$ cat config.mk
export PLATFORM = sky130hd
export DESIGN_NAME = enigma_host_driver
export DESIGN_NICKNAME = d
export VERILOG_FILES = /design/src/rtl/enigma_host_driver.sv
export SDC_FILE = /design/constraint.sdc
export NUM_CORES = 1
export LEC_CHECK = 0
export CELL_PAD_IN_SITES_DETAIL_PLACEMENT = 1
export CELL_PAD_IN_SITES_GLOBAL_PLACEMENT = 1
export CORE_MARGIN = 2
export CORE_UTILIZATION = 35
export DETAILED_ROUTE_END_ITERATION = 10
export GPL_TIMING_DRIVEN = 0
export PLACE_DENSITY_LB_ADDON = 0.1
export SLEW_MARGIN = 20
export SYNTH_ARGS = -nofsm -noshare
export SYNTH_HDL_FRONTEND = slang
export SYNTH_SLANG_ARGS = --single-unit
$ cat constraint.sdc
create_clock -name clk -period 2.75 [get_ports clk]
set_input_delay 0.4125 -clock clk [delete_from_list [all_inputs] [get_ports clk]]
set_output_delay 0.4125 -clock clk [all_outputs]
set_load 0.01 [all_outputs]
$ cat src/rtl/enigma_host_driver.sv
// Host-side driver for an Enigma cipher core.
// Accepts ASCII bytes from a host, sends letters to the core as ENCRYPT
// commands and passes other bytes straight through. Returns the result with
// the original letter case. Also loads the three rotor start positions on
// request.
// Ports:
//   clk, rst_n             clock, synchronous active-low reset
//   in_valid/in_ready      host byte handshake, in_data = ASCII byte
//   out_valid/out_ready    result handshake, out_data = ASCII byte
//   cfg_start, cfg_pos     start a rotor load, positions {r2,r1,r0}
//   cfg_busy               high while the rotor load runs
//   core_cmd, core_resp    cipher core command {op,operand} / response {ack,letter}
//   timeout_err            sticky error, cleared only by reset
module enigma_host_driver #(
  parameter int unsigned TIMEOUT = 31
) (
  input  logic        clk,
  input  logic        rst_n,
  input  logic        in_valid,
  input  logic [7:0]  in_data,
  output logic        in_ready,
  output logic        out_valid,
  output logic [7:0]  out_data,
  input  logic        out_ready,
  input  logic        cfg_start,
  input  logic [14:0] cfg_pos,
  output logic        cfg_busy,
  output logic [7:0]  core_cmd,
  input  logic [5:0]  core_resp,
  output logic        timeout_err
);

  localparam int unsigned CNT_W  = 8;
  localparam int unsigned DATA_W = 8;
  localparam int unsigned POS_W  = 5;

  localparam logic [2:0] OP_ENC = 3'b001;
  localparam logic [2:0] OP_R0  = 3'b010;
  localparam logic [2:0] OP_R1  = 3'b011;
  localparam logic [2:0] OP_R2  = 3'b100;

  localparam logic [DATA_W-1:0] ERR_CHAR = 8'h3F;

  typedef enum logic [2:0] {
    S_IDLE, S_ISSUE, S_WAIT, S_EMIT, S_CFG_ISSUE, S_CFG_WAIT
  } state_t;

  state_t            state_q, state_d;
  logic              in_ready_q, in_ready_d;
  logic              out_valid_q, out_valid_d;
  logic [DATA_W-1:0] out_data_q, out_data_d;
  logic [7:0]        core_cmd_q, core_cmd_d;
  logic              cfg_busy_q, cfg_busy_d;
  logic              timeout_err_q, timeout_err_d;
  logic [CNT_W-1:0]  cnt_q, cnt_d;
  logic              upper_q, upper_d;
  logic [1:0]        idx_q, idx_d;
  logic [14:0]       pos_q, pos_d;

  logic              ack;
  logic [POS_W-1:0]  letter;
  logic              cnt_last;
  logic              is_upper, is_lower;

  // Rotor fields are 5 bits, so one subtraction brings 26..31 into range.
  function automatic logic [POS_W-1:0] mod26(input logic [POS_W-1:0] p);
    return (p > 5'd25) ? POS_W'(p - 5'd26) : p;
  endfunction

  assign ack      = core_resp[5];
  assign letter   = core_resp[4:0];
  assign cnt_last = (cnt_q == CNT_W'(TIMEOUT - 1));
  assign is_upper = (in_data >= 8'h41) && (in_data <= 8'h5A);
  assign is_lower = (in_data >= 8'h61) && (in_data <= 8'h7A);

  // cfg_start wins over a same-cycle host byte, so ready drops with it.
  assign in_ready    = in_ready_q & ~cfg_start;
  assign out_valid   = out_valid_q;
  assign out_data    = out_data_q;
  assign cfg_busy    = cfg_busy_q;
  assign core_cmd    = core_cmd_q;
  assign timeout_err = timeout_err_q;

  // State register and all registered outputs.
  always_ff @(posedge clk) begin
    if (!rst_n) begin
      state_q       <= S_IDLE;
      in_ready_q    <= 1'b0;
      out_valid_q   <= 1'b0;
      out_data_q    <= '0;
      core_cmd_q    <= '0;
      cfg_busy_q    <= 1'b0;
      timeout_err_q <= 1'b0;
      cnt_q         <= '0;
      upper_q       <= 1'b0;
      idx_q         <= '0;
      pos_q         <= '0;
    end else begin
      state_q       <= state_d;
      in_ready_q    <= in_ready_d;
      out_valid_q   <= out_valid_d;
      out_data_q    <= out_data_d;
      core_cmd_q    <= core_cmd_d;
      cfg_busy_q    <= cfg_busy_d;
      timeout_err_q <= timeout_err_d;
      cnt_q         <= cnt_d;
      upper_q       <= upper_d;
      idx_q         <= idx_d;
      pos_q         <= pos_d;
    end
  end

  // Next-state and next-output logic; core_cmd is NOP unless entering an issue state.
  always_comb begin
    state_d       = state_q;
    out_data_d    = out_data_q;
    core_cmd_d    = '0;
    timeout_err_d = timeout_err_q;
    cnt_d         = cnt_q;
    upper_d       = upper_q;
    idx_d         = idx_q;
    pos_d         = pos_q;

    case (state_q)
      S_IDLE: begin
        if (cfg_start) begin
          pos_d      = {mod26(cfg_pos[14:10]), mod26(cfg_pos[9:5]), mod26(cfg_pos[4:0])};
          idx_d      = '0;
          core_cmd_d = {OP_R0, mod26(cfg_pos[4:0])};
          state_d    = S_CFG_ISSUE;
        end else if (in_valid && in_ready_q) begin
          if (is_upper) begin
            upper_d    = 1'b1;
            core_cmd_d = {OP_ENC, POS_W'(in_data - 8'h41)};
            state_d    = S_ISSUE;
          end else if (is_lower) begin
            upper_d    = 1'b0;
            core_cmd_d = {OP_ENC, POS_W'(in_data - 8'h61)};
            state_d    = S_ISSUE;
          end else begin
            out_data_d = in_data;
            state_d    = S_EMIT;
          end
        end
      end
      S_ISSUE: begin
        cnt_d   = '0;
        state_d = S_WAIT;
      end
      S_WAIT: begin
        // An ack in the final allowed cycle still counts.
        if (ack) begin
          if (letter > 5'd25) begin
            timeout_err_d = 1'b1;
            out_data_d    = ERR_CHAR;
          end else begin
            out_data_d = (upper_q ? 8'h41 : 8'h61) + DATA_W'(letter);
          end
          state_d = S_EMIT;
        end else if (cnt_last) begin
          timeout_err_d = 1'b1;
          out_data_d    = ERR_CHAR;
          state_d       = S_EMIT;
        end else begin
          cnt_d = cnt_q + CNT_W'(1);
        end
      end
      S_EMIT: begin
        if (out_ready) state_d = S_IDLE;
      end
      S_CFG_ISSUE: begin
        cnt_d   = '0;
        state_d = S_CFG_WAIT;
      end
      S_CFG_WAIT: begin
        if (ack) begin
          if (idx_q == 2'd2) begin
            state_d = S_IDLE;
          end else begin
            idx_d      = idx_q + 2'd1;
            core_cmd_d = (idx_q == 2'd0) ? {OP_R1, pos_q[9:5]} : {OP_R2, pos_q[14:10]};
            state_d    = S_CFG_ISSUE;
          end
        end else if (cnt_last) begin
          // Abort the remaining loads.
          timeout_err_d = 1'b1;
          state_d       = S_IDLE;
        end else begin
          cnt_d = cnt_q + CNT_W'(1);
        end
      end
      default: state_d = S_IDLE;
    endcase
  end

  assign in_ready_d  = (state_d == S_IDLE);
  assign out_valid_d = (state_d == S_EMIT);
  assign cfg_busy_d  = (state_d == S_CFG_ISSUE) || (state_d == S_CFG_WAIT);

endmodule

**Word level (Yosys, flattened, before mapping)**

Cells that the tools add are included.
W data, S select, Z words.

- Input port bits: 34
- Word-level logic and storage cells: 116
- Flip-flop bits (word level): 49

- $lt $le $gt $ge: 8
- Reductions and logical operators: 20
- Mux-type cells: 45
- Bitwise gates (word level): 2
- Add/subtract/negate cells: 8
- Equality and inequality tests: 22

Operator list:

| kind | number |
|---|---|
| $mux W8 | 12 |
| $pmux W8 S2 | 3 |
| $mux W3 | 8 |
| $mux W6 | 4 |
| $gt A5 B5 Y1 const B | 4 |
| $ne A2 B2 Y1 const B | 10 |
| $pmux W3 S6 | 1 |
| $ge A8 B7 Y1 const B | 2 |
| $le A8 B7 Y1 const B | 2 |
| $mux W5 | 3 |
| $sub A5 B5 Y5 const B | 3 |
| $eq A3 B3 Y1 const B | 4 |
| $mux W2 | 5 |
| $reduce_bool A2 Y1 | 5 |
| $sub A5 B1 Y5 const B | 2 |
| $eq A3 B2 Y1 const B | 3 |
| $add A7 B5 Y8 | 1 |
| $add A8 B1 Y8 const B | 1 |
| $eq A8 B5 Y1 const B | 1 |
| $reduce_and A4 Y1 | 2 |
| $mux W7 | 1 |
| $logic_not A3 Y1 | 2 |
| $mux W1 | 6 |
| $ne A3 B3 Y1 const B | 2 |
| other kinds (14) | 18 |

**Longest topological paths before layout**

- Depth in word-level cells: 9
- Gate-level depth with buffers: 8
- Mapped depth without buffers: 7

**Worst setup path before layout**

Ideal clock, no wire load.

- Kind: input-to-reg
- Start: input in_data[0]
- End: register out_data_q[7] (netlist: out_data[7])
- Arrival: 1.925 ns
- Buffers on the path: 1
- Path slack: 0.709 ns
- Library setup time: 0.116 ns
- Stages: 8
- Cells stage by stage: inv_1 -> ha_1 -> nor3b_1 -> a211o_2 -> a211o_2 -> and2_1 -> buf_6 -> a41o_1

- Word-level cells in the longest chain between the ends: 4
- Elaborated cells on any way between the ends: 9
- Those cells by class: order compare: 4; eq/ne: 2; reduce/logical: 3

Ends and longest elaborated chain:

| item | line | text |
|---|---|---|
| from (decl) | 20 | `input logic [7:0] in_data,` |
| $ge A8 B7 Y1 (tied with other cells) | 74 | `assign is_lower = (in_data >= 8'h61) && (in_data <= 8'h7A);` |
| $logic_and A1 B1 Y1, on equally long branches | 74, 73 |  |
| $ne A2 B2 Y1 (no line) | -- |  |
| $reduce_and A6 Y1 (no line) * | -- |  |
| to (signal assigned) | 102 | `out_data_q <= out_data_d;` |
| to (decl) | 51 | `logic [DATA_W-1:0] out_data_q, out_data_d;` |

Every way passes the cells marked *; elsewhere a longest branch is shown, timed or not.
A chain may end at the register's enable or synchronous reset.

**Worst setup path after layout**

Same ends and word-level chain as after synthesis.

==> results.tsv <==
metric	value	unit
CTS tree	yes	
Startpoint Class	input port	
commonest non-fill, non-tap cell in the layout	clkdlybuf4s50_1	
die footprint	8284	um^2
R2R Setup Slk	0.59	ns
worst rel slew slack	0.6016	
CP max stage cell	clkdlybuf4s50_1	
Clk pin slew, worst setup/hold paths	0.09	ns
setup_tns	0	ns
Final Util	0.4631	
Hold Startpoint	rst_n	
vias after detailed routing	2489	
Most common cell on crit path	a211o_2	
critical path type	input port to register	
Placement Setup Slack	-0.1067	ns
R2R Path End	out_data[5]$_SDFFE_PN0P_	
worst-case clock buffer depth	2	
final setup fails	0	
global-route wire length before repair	12420	um
Post-CTS Setup Bufs	0	
Post-Syn Instances	312	
worst hold path class	input port to register	
RD Place Congestion	0.8131	
Worst R2R Path Depth	7	
clock sinks	44	
core area	7292	um^2
NumNets Final	419	
H-tree levels	2	
Main synth FF type	dfxtp_1	
DR WL/cell	15.74	um
Critical R2R Launch	cnt_q[1]$_SDFFE_PN0P_	
largest net degree at the start of global routing	16	
post-cts resize count	0	
synthesized area	2650	um^2
critical path endpoint category	register	
post-synth cell types	56	
antenna violations before repair	0	
Max Fclk	396.1	MHz
vias in the first global route	2565	
die span in x	91.02	um
FF+latch count, synth	44	
drt first-iter violations	79	
fraction of layout cells with a size suffix above 1	0.09704	
clock skew	0.007692	ns
worst-path cell chain	clkdlybuf4s50_1, inv_1, ha_1, nor3b_1, a211o_2, a211o_2, and2_1, buf_6, a41o_1	
Net Count, Synth	361	
Final Hold Vio Count	0	
Leak	1.242	nW
final std cells w/o fill	470	
max-slew violation count	0	
most frequent cells in the layout	51 x clkdlybuf4s50_1, 44 x dfxtp_1, 34 x nand2_1, 23 x a21oi_1, 21 x nand3_1	
maxcap violations	0	
Seq/Total Area, Yosys	0.3324	
Worst-Margin Slew	0.5944	ns
Worst Path Required	2.95	ns
area delta synth->final	27.43	%
Hold Buf Count CTS	0	
grt ovf	0	
asr flop ratio synth	0	
Hold EP	state_q[1]$_SDFF_PN0_	
count of flip-flops with a built-in enable after synthesis	0	
io pins	54	
drc violations	0	
total power	1.558	mW
placed cell count	462	
# rows	31	
CTS root buf	clkbuf_8	
yosys warns	0	
clk_lat worst skew	0.30	ns
Max FO, Critical Path	8	
post-DR vias/cell	5.296	
Port Buffer Count	51	
worst stage delay on the critical path	0.60	ns
final worst setup slack	0.2252	ns
Hold Path Depth	3	
HPWL after DPL	5742	um
Worst IR Drop VDD	0.2566	mV
drt pass-1 iters	4	
outcome	completed	
RSZ-0062 raised after global routing	false	
Power Density	461.3	nW/um^2
Antenna Cells	0	
Crit path arrival time	2.72	ns
DRT Wirelength	7396	um
die height	91.02	um
Tmin final	2.525	ns
Mean Syn Cell Area	8.494	um^2
Total GRT Usage	0.1850	
Post-DRT Antenna Nets	0	
initial core utilization	0.3634	
Top delay family on crit path	compound AO/OA/AOI/OAI gates	
sum of buffers and inverters on the critical path	3	
final worst-path cycle share	0.9181	
CTS Buf Count	5	
==> power by group <==
group / total (mW) / switching, mW / internal, mW
clock network: 0.426 / 0.246 / 0.180
registers: 0.702 / 0.0229 / 0.679
logic: 0.430 / 0.239 / 0.192
==> cell type report <==
cell class                 instances  area, um^2
inverter                          17       63.81
clock inverter                     3       23.77
sequential                        44       880.8
fill                             924        3915
buffer                            14       110.1
multi-input combinational        237        1595
tap                               99       123.9
clock buffer                       5       68.82
timing repair buffer              51       510.5
==> worst max-delay path by stage <==
stage                from                  endpoint  slack [ns]  cells after the start
2_1_floorplan  in_data[0]  out_data[7]$_SDFFE_PN0P_        0.71                      8
5_1_grt        in_data[0]  out_data[7]$_SDFFE_PN0P_        0.12                      9
4_1_cts        in_data[0]  out_data[7]$_SDFFE_PN0P_        0.22                      9
3_5_place_dp   in_data[0]  out_data[7]$_SDFFE_PN0P_       -0.11                      9
3_3_place_gp   in_data[0]  out_data[7]$_SDFFE_PN0P_       -0.08                      9
6_report       in_data[0]  out_data[7]$_SDFFE_PN0P_        0.23                      9
==> logic make-up (layout without fill, tap and decap cells) <==
kind of cell	count (synthesis)	after routing	share of synthesized area
simple gates	116	116	0.2257
compound gates	82	82	0.2158
flops	44	44	0.3324
buf+inv	31	90	0.06563
fa+ha+maj	15	15	0.07082
mux	14	14	0.05666
xor+xnor	10	10	0.03305
==> synthesized netlist by cell type (all sizes together), types with 5 or more instances <==
cell	n	area, um^2
nor2	19	71.32
inv	17	63.81
mux2i	6	60.06
nor3	11	60.06
dfxtp	44	880.8
a21oi	24	123.9
mux2	8	90.09
nand4	5	31.28
xor2	6	52.55
o211ai	9	67.56
ha	15	187.7
clkbuf	9	73.82
buf	5	36.28
nand2	34	127.6
nand3	21	105.1
o21ai	15	75.07
==> flip-flops by register name, indices dropped and copies added, names as in the netlist <==
register / count
cfg_busy: 1
cnt_q: 8
core_cmd: 8
idx_q: 2
in_ready_q: 1
out_data: 8
out_valid: 1
pos_q: 10
state_q: 3
timeout_err: 1
upper_q: 1
==> routing by layer <==
| layer | wire, um | global-route usage | vias up |
|---|---|---|---|
| met3 | 222 | 0.02905 | 5 |
| met4 | 70 | 0.04924 | 0 |
| met5 | 0 | 0 | - |
| li1 | - | - | 1247 |
| met2 | 3397 | 0.3019 | 35 |
| met1 | 3706 | 0.2541 | 1202 |
==> tightest hold or removal path, cell delays in order <==
cell and delay, ns:
buf_6 0.13, nand2_1 0.10, nor2_1 0.05
==> through the flow <==
| stage | hold WS (ns) | cell area [um^2] |
|---|---|---|
| 2_1_floorplan | 0.4284 | 2650 |
| 3_3_place_gp | 0.4408 | 3284 |
| 3_5_place_dp | 0.4489 | 3284 |
| 4_1_cts | 0.4101 | 3377 |
| 5_1_grt | 0.4268 | 3377 |
| 6_report | 0.4183 | 3377 |
Power figures use the tool's default switching activity.
